**src/rtl/bcd_operand_entry.sv**
```systemverilog
// Two-operand BCD keypad entry FSM feeding a downstream BCD adder.
// Optional backspace key support is enabled by defining BCD_ENTRY_BACKSPACE_EN.
module bcd_operand_entry #(
    parameter bit DROP_OLDEST = 1'b0
) (
    input  logic       clk,
    input  logic       rst_n,
    input  logic       key_valid,
    input  logic [3:0] key_code,
    output logic [3:0] a0,
    output logic [3:0] a1,
    output logic [3:0] a2,
    output logic [3:0] a3,
    output logic [3:0] b0,
    output logic [3:0] b1,
    output logic [3:0] b2,
    output logic [3:0] b3,
    output logic       sel_b,
    output logic       operands_valid,
    output logic [2:0] digit_cnt
);

    typedef enum logic [1:0] {
        ENTER_A,
        ENTER_B,
        SHOW
    } state_t;

    state_t      state;
    logic [15:0] a_q;
    logic [15:0] b_q;
    logic [15:0] cur;
    logic [15:0] shl;
    logic        is_digit;
    logic        is_enter;
    logic        is_clear;

    assign {a3, a2, a1, a0} = a_q;
    assign {b3, b2, b1, b0} = b_q;

    assign is_digit = (key_code <= 4'd9);
    assign is_enter = (key_code == 4'd10);
    assign is_clear = (key_code == 4'd11);

    assign cur = (state == ENTER_B) ? b_q : a_q;
    assign shl = {cur[11:0], key_code};

`ifdef BCD_ENTRY_BACKSPACE_EN
    logic        is_bs;
    logic [15:0] shr;
    assign is_bs = (key_code == 4'd12);
    assign shr   = {4'h0, cur[15:4]};
`endif

    always_ff @(posedge clk or negedge rst_n) begin
        if (!rst_n) begin
            state          <= ENTER_A;
            a_q            <= '0;
            b_q            <= '0;
            digit_cnt      <= '0;
            sel_b          <= 1'b0;
            operands_valid <= 1'b0;
        end else if (key_valid) begin
            if (is_clear) begin
                state          <= ENTER_A;
                a_q            <= '0;
                b_q            <= '0;
                digit_cnt      <= '0;
                sel_b          <= 1'b0;
                operands_valid <= 1'b0;
            end else begin
                case (state)
                    ENTER_A, ENTER_B: begin
                        if (is_digit) begin
                            if (digit_cnt < 3'd4 || DROP_OLDEST) begin
                                if (state == ENTER_B) b_q <= shl;
                                else                  a_q <= shl;
                            end
                            if (digit_cnt < 3'd4)
                                digit_cnt <= digit_cnt + 3'd1;
                        end else if (is_enter) begin
                            digit_cnt <= '0;
                            if (state == ENTER_A) begin
                                state <= ENTER_B;
                                sel_b <= 1'b1;
                            end else begin
                                state          <= SHOW;
                                sel_b          <= 1'b0;
                                operands_valid <= 1'b1;
                            end
`ifdef BCD_ENTRY_BACKSPACE_EN
                        end else if (is_bs && digit_cnt != 3'd0) begin
                            if (state == ENTER_B) b_q <= shr;
                            else                  a_q <= shr;
                            digit_cnt <= digit_cnt - 3'd1;
`endif
                        end
                    end
                    SHOW: begin
                        // A digit here starts a fresh calculation in one edge
                        if (is_digit) begin
                            state          <= ENTER_A;
                            a_q            <= {12'h000, key_code};
                            b_q            <= '0;
                            digit_cnt      <= 3'd1;
                            operands_valid <= 1'b0;
                        end
                    end
                    default: begin
                        state          <= ENTER_A;
                        sel_b          <= 1'b0;
                        operands_valid <= 1'b0;
                    end
                endcase
            end
        end
    end

endmodule

```
**config.mk**
```make
export PLATFORM = sky130hd
export DESIGN_NAME = bcd_operand_entry
export DESIGN_NICKNAME = d
export VERILOG_FILES = /design/src/rtl/bcd_operand_entry.sv
export SDC_FILE = /design/constraint.sdc
export NUM_CORES = 1
export LEC_CHECK = 0
export CORE_AREA = 2 2 71 73
export DETAILED_ROUTE_END_ITERATION = 12
export DIE_AREA = 0 0 73 75
export PLACE_DENSITY = 0.78
export SLEW_MARGIN = 20
export SYNTH_ARGS = -nofsm -noshare
export SYNTH_HDL_FRONTEND = slang
export SYNTH_SLANG_ARGS = --single-unit
```
**constraint.sdc**
```tcl
create_clock -name clk -period 2.85 [get_ports clk]
set_clock_uncertainty 0.2 [all_clocks]
set_input_delay 0.855 -clock clk [delete_from_list [all_inputs] [get_ports clk]]
set_output_delay 0.855 -clock clk [all_outputs]
set_load 0.1 [all_outputs]
```
==> metrics.cfg, run 1 <==
[detailed_routing]
drt_wl_total_um = 4480
ant_nets = 0
drc_errors = 0
drtPass1Iterations = 4
post_drt_wl_per_cell_um = 15.0
vias_per_cell = 5.38
drtIter0Drc = 94
vias = 1604

[synthesis]
syn-num-nets = 195
syn_area_um2 = 2050
yosys_warnings = 0
synth_cells = 187
yosysUniqueCellTypes = 40
netlist.top_cell.by_area = dfrtp_1
netlist.area_leader.share = 0.477
ys_seq_area_frac = 0.477
syn_area_per_cell_um2 = 10.9
synthTopCellsByArea = dfrtp_1 (48%), mux2_4 (9.5%), mux2_2 (6.1%)
ys_ff_latch = 39

[critical_path]
cp.required_ns = 2.83
path_class = input pin to register
critPathCaptureType = register
arrival_ns = 2.71
crit_fanout = 14
cp-start-kind = input pin

[sta]
fin_crit_sh = 0.960
layout_min_cycle_time_ns = 2.74
hold_viol = 0
fmax_ghz = 0.366
rsz0062_at_grt = no
worst_slew_pin_slew_ns = 0.859
slew_violations = 0
slew_headroom = 0.427
whs_ns = 0.320
setup_viol_count_final = 0

[global_routing]
grt_max_degree = 40
antenna_found_initial = 0
grt_pass1_wl_um = 7400
grt_usage = 0.176
grt_pass1_vias = 1593
overflow = 0

[clocking]
cts.sinks = 39
clkTransAtPathRegs_ns = 0.08
htree_levels = 2
cts_max_path_buffers = 2
cts.repair.resized = 0
root_buffer = clkbuf_8
cts_made_buffers = 5
insertion_delay_ns = 0.29
cts_tree = yes
cts_setup_buffers = 0
cts_hold_buf = 0

[floorplan]
io-pin-count = 44
start_util = 0.439
fp.dieH_um = 75
rows = 25
dieWidth_um = 73
core_um2 = 4660
dieArea_um2 = 5480

[hold_path]
holdCritPathClass = register to register

[run]
max-cap-violations = 0

[final_layout]
utilization = 0.565
syn_to_final_growth_pct = 28.6
antenna_cells = 0
nets = 251
drive_above_1_share = 0.385

[placed_design]
port_buffers = 43
gpl.final_weighted_congestion = 0.835
dpl.hpwl_um = 3200

[status]
status = finished clean

## metal layers
metal | track usage | vias up | part of all wire
li1 | - | 771 | -
met1 | 0.216 | 789 | 0.46
met2 | 0.302 | 38 | 0.49
met3 | 0.0375 | 6 | 0.037
met4 | 0.0720 | 0 | 0.015
met5 | 0 | - | 0
## cells in the mapped netlist
cell       number
o21a_1          2
clkbuf_1        5
dfrtp_1        39
o211ai_2        1
and3_1          1
nand2b_1        2
a211o_1         1
o41ai_1         1
mux2_1          2
o21ai_0         5
buf_6           3
o2bb2ai_1       5
buf_2           2
or4_4           1
and3b_1         1
o22ai_1         1
inv_1           7
mux2_2         11
mux2i_1         3
o22a_1          1
mux2_4         13
o31ai_1         1
clkbuf_2        1
nand3_1         6
a31o_2          1
o211a_1         1
nand4b_1        2
o211ai_1        1
a21o_1          1
nand3b_1        1
a21oi_1        15
a22oi_1         1
nand2_1        32
nor2_1          6
ha_1            1
o211ai_4        2
nor3_1          2
or3_1           1
a31oi_2         2
nor2b_1         3
## placed cells by master (no fill, tap or decap), drive strengths merged
cell type and n:
o41ai 1, or3 1, clkinv 2, bufinv 1
o22ai 1, o211ai 4, nor2 6, nand4b 2
inv 7, a22oi 1, o2bb2ai 5, a21oi 15
and3b 1, a31o 1, o31ai 1, o21ai 5
o21a 2, mux2 26, clkbuf 5, o22a 1
o211a 1, and3 1, ha 1, or4 1
nand2b 2, nand3 6, nor2b 3, nand3b 1
dfrtp 39, a211o 1, a31oi 2, buf 55
a21o 1, nor3 2, clkdlybuf4s50 5, nand2 32
mux2i 3
## worst paths after layout
kind	from	slack, ns	cells after the start	end
worst min-delay path	b_q[13]	0.32	1	b_q[13]
max in group asynchronous	rst_n	1.44	1	a_q[3]
worst min register to register	b_q[13]	0.32	1	b_q[13]
worst max-delay path	key_code[2]	0.11	5	a_q[9]
min in group asynchronous	rst_n	0.47	1	a_q[11]
worst max register to register	state[1]	0.52	4	a_q[9]
## flip-flops by register name, indices dropped and copies added (netlist names)
signal,count
digit_cnt,3
a_q,16
sel_b,1
state,2
operands_valid,1
b_q,16
## layout make-up
class                           count  area (um2)
Clock inverter                      3        43.8
Fill cell                         407        2030
Timing Repair Buffer               60         473
Clock buffer                        5        68.8
Tap cell                           54        67.6
Sequential cell                    39         976
Inverter                            7        26.3
Multi-Input combinational cell    130         976
## through the flow
stage / instances / cell area (um2) / setup WS [ns] / setup TNS, ns
final: 298 / 2630 / 0.115 / 0
after global routing: 298 / 2630 / 0.0215 / 0
after CTS: 298 / 2630 / 0.109 / 0
after detailed placement: 290 / 2520 / -0.191 / -5.34
after global placement: 290 / 2520 / -0.167 / -4.57
after floorplan: 187 / 2050 / 0.175 / 0
## logic make-up (layout without fill, tap and decap cells)
logic type,after synthesis,after routing,share of synthesized area
AOI/OAI and AO/OA,42,42,0.157
buffers and inverters,18,75,0.0459
DFF,39,39,0.477
adders and majority gates,1,1,0.00612
and+or+nand+nor,58,58,0.133
muxes,29,29,0.182
## worst max-delay path, cell delays in order
cell             delay [ns]
clkdlybuf4s50_1        0.42
or4_4                  0.57
a31oi_2                0.23
o211ai_4               0.25
mux2_1                 0.38
Power of run 1 is left out: the tool's default activity adds up to more than one toggle a clock period on the data nets, which glitch-free logic cannot reach.
==> run 2, diff against run 1 <==
==> constraint.sdc (replaced) <==
create_clock -name clk -period 3.31 [get_ports clk]
set_clock_uncertainty 0.2 [all_clocks]
set_input_delay 0.993 -clock clk [delete_from_list [all_inputs] [get_ports clk]]
set_output_delay 0.993 -clock clk [all_outputs]
set_load 0.1 [all_outputs]
==> metrics.cfg, run 2 (same netlist as run 1, synthesis figures left out) <==
[floorplan]
dieWidth_um = 73  ; unchanged
fp.dieH_um = 75  ; unchanged
rows = 25  ; unchanged
dieArea_um2 = 5480  ; unchanged
io-pin-count = 44  ; unchanged
core_um2 = 4660  ; unchanged
start_util = 0.439  ; unchanged

[sta]
fin_crit_sh = 0.898
layout_min_cycle_time_ns = 2.97
worst_slew_pin_slew_ns = 0.873  ; +0.0137 ns
fin_ws_ns = 0.338  ; +0.223 ns
rsz0062_at_grt = no
hold_viol = 0  ; unchanged
tns_ns = 0  ; unchanged
slew_headroom = 0.418  ; -0.00910
fmax_ghz = 0.336
slew_violations = 0  ; unchanged
setup_viol_count_final = 0  ; unchanged

[clocking]
htree_levels = 2  ; unchanged
cts_max_path_buffers = 2  ; unchanged
cts.sinks = 39  ; unchanged
root_buffer = clkbuf_8
clkTransAtPathRegs_ns = 0.07  ; about the same
cts.repair.resized = 0  ; unchanged
cts_setup_buffers = 0  ; unchanged
cts_made_buffers = 5  ; unchanged
cts_hold_buf = 0  ; unchanged
insertion_delay_ns = 0.30  ; about the same
cts_tree = yes

[final_layout]
antenna_cells = 0  ; unchanged
nets = 243  ; -3.2%
syn_to_final_growth_pct = 23.9
reg.largest.list = a_q: 16 flops, b_q: 16 flops, digit_cnt: 3 flops
final_common_cell = buf_4
design_area_um2 = 2530  ; -3.7%
drive_above_1_share = 0.362  ; -0.0235
final_cell_mix = buf_4 (46), dfrtp_1 (39), nand2_1 (32), a21oi_1 (15), mux2_4 (13)

[global_routing]
overflow = 0  ; unchanged
grt_max_degree = 40  ; unchanged
antenna_found_initial = 0  ; unchanged
grt_pass1_vias = 1533  ; -3.8%
grt_usage = 0.172  ; -0.00383
grt_pass1_wl_um = 7150  ; -3.4%

[hold_path]
min_path_cells = 1  ; unchanged
holdCritPathClass = register to register

[critical_path]
path_class = input pin to register
critPathCaptureType = register
cp.required_ns = 3.29  ; +0.46 ns
r2r_cells = 4  ; unchanged
arrival_ns = 2.95  ; +0.24 ns
crit_fanout = 16  ; +2
cp-start-kind = input pin

[placed_design]
dpl.hpwl_um = 3050  ; -4.5%
gpl.final_weighted_congestion = 0.832  ; -0.32%
port_buffers = 43  ; unchanged
dpl_cell_area_um2 = 2450  ; -2.9%
place_ws_ns = 0.0120  ; +0.203 ns

[detailed_routing]
vias = 1597  ; -0.44%
drc_errors = 0  ; unchanged
post_drt_wl_per_cell_um = 15.4  ; +2.3%
drtPass1Iterations = 4  ; unchanged
ant_nets = 0  ; unchanged
drt_wl_total_um = 4450  ; -0.83%
vias_per_cell = 5.53  ; +2.7%
drtIter0Drc = 86  ; -8.5%

[run]
max-cap-violations = 0  ; unchanged

[status]
status = finished clean

run 2: cell types whose count changed in the layout (fill, tap and decap cells not counted):
cell       delta
buf_4         -7
buf_12        -1
bufinv_16     -1
clkbuf_8      +1
clkinv_4      -1
run 2: per-layer routing:
metal  global-route usage  wire [um]  vias to the layer above
met5                    0          0                        -
met4               0.0741         74                        0
met3               0.0428        220                        6
met2                0.296       2180                       42
met1                0.205       1970                      790
li1                     -          -                      759
run 2: metrics by stage:
step           hold WS, ns  cells  utilization
6_report             0.307    289        0.544
4_1_cts              0.313    289        0.544
5_1_grt              0.338    289        0.544
3_5_place_dp         0.297    282        0.525
3_3_place_gp         0.299    282        0.525
2_1_floorplan        0.477    187            -
run 2: final timing paths:
| path | start | endpoint | slack (ns) |
|---|---|---|---|
| max | key_code[2] | a_q[9] | 0.34 |
| min | a_q[13] | a_q[13] | 0.31 |
| max reg2reg | state[0] | a_q[12] | 0.93 |
| min reg2reg | a_q[13] | a_q[13] | 0.31 |
| max in group asynchronous | rst_n | a_q[9] | 1.75 |
| min in group asynchronous | rst_n | a_q[15] | 0.61 |
run 2: final cells by class:
type / instances / area, um2
clock buffers: 6 / 82.6
repair buffers: 52 / 400
well taps: 54 / 67.6
clock inverters: 1 / 5.00
fillers: 385 / 2130
inverters: 7 / 26.3
multi-input cells: 130 / 976
flip-flops and latches: 39 / 976
run 2: critical path, cell delays in order:
cell	delay, ns
clkdlybuf4s50_1	0.48
or4_4	0.59
a31oi_2	0.23
o211ai_4	0.26
mux2_1	0.39
Power of run 2 is left out for the same reason.
==> run 3, diff against run 2 <==
--- a/config.mk
+++ b/config.mk
@@ -13,3 +13,4 @@
 export SYNTH_ARGS = -nofsm -noshare
 export SYNTH_HDL_FRONTEND = slang
 export SYNTH_SLANG_ARGS = --single-unit
+export TNS_END_PERCENT = 10
==> results of run 3 <==
Final layout, timing and power as in run 2 (identical DEF).
Power of run 3 is left out for the same reason.
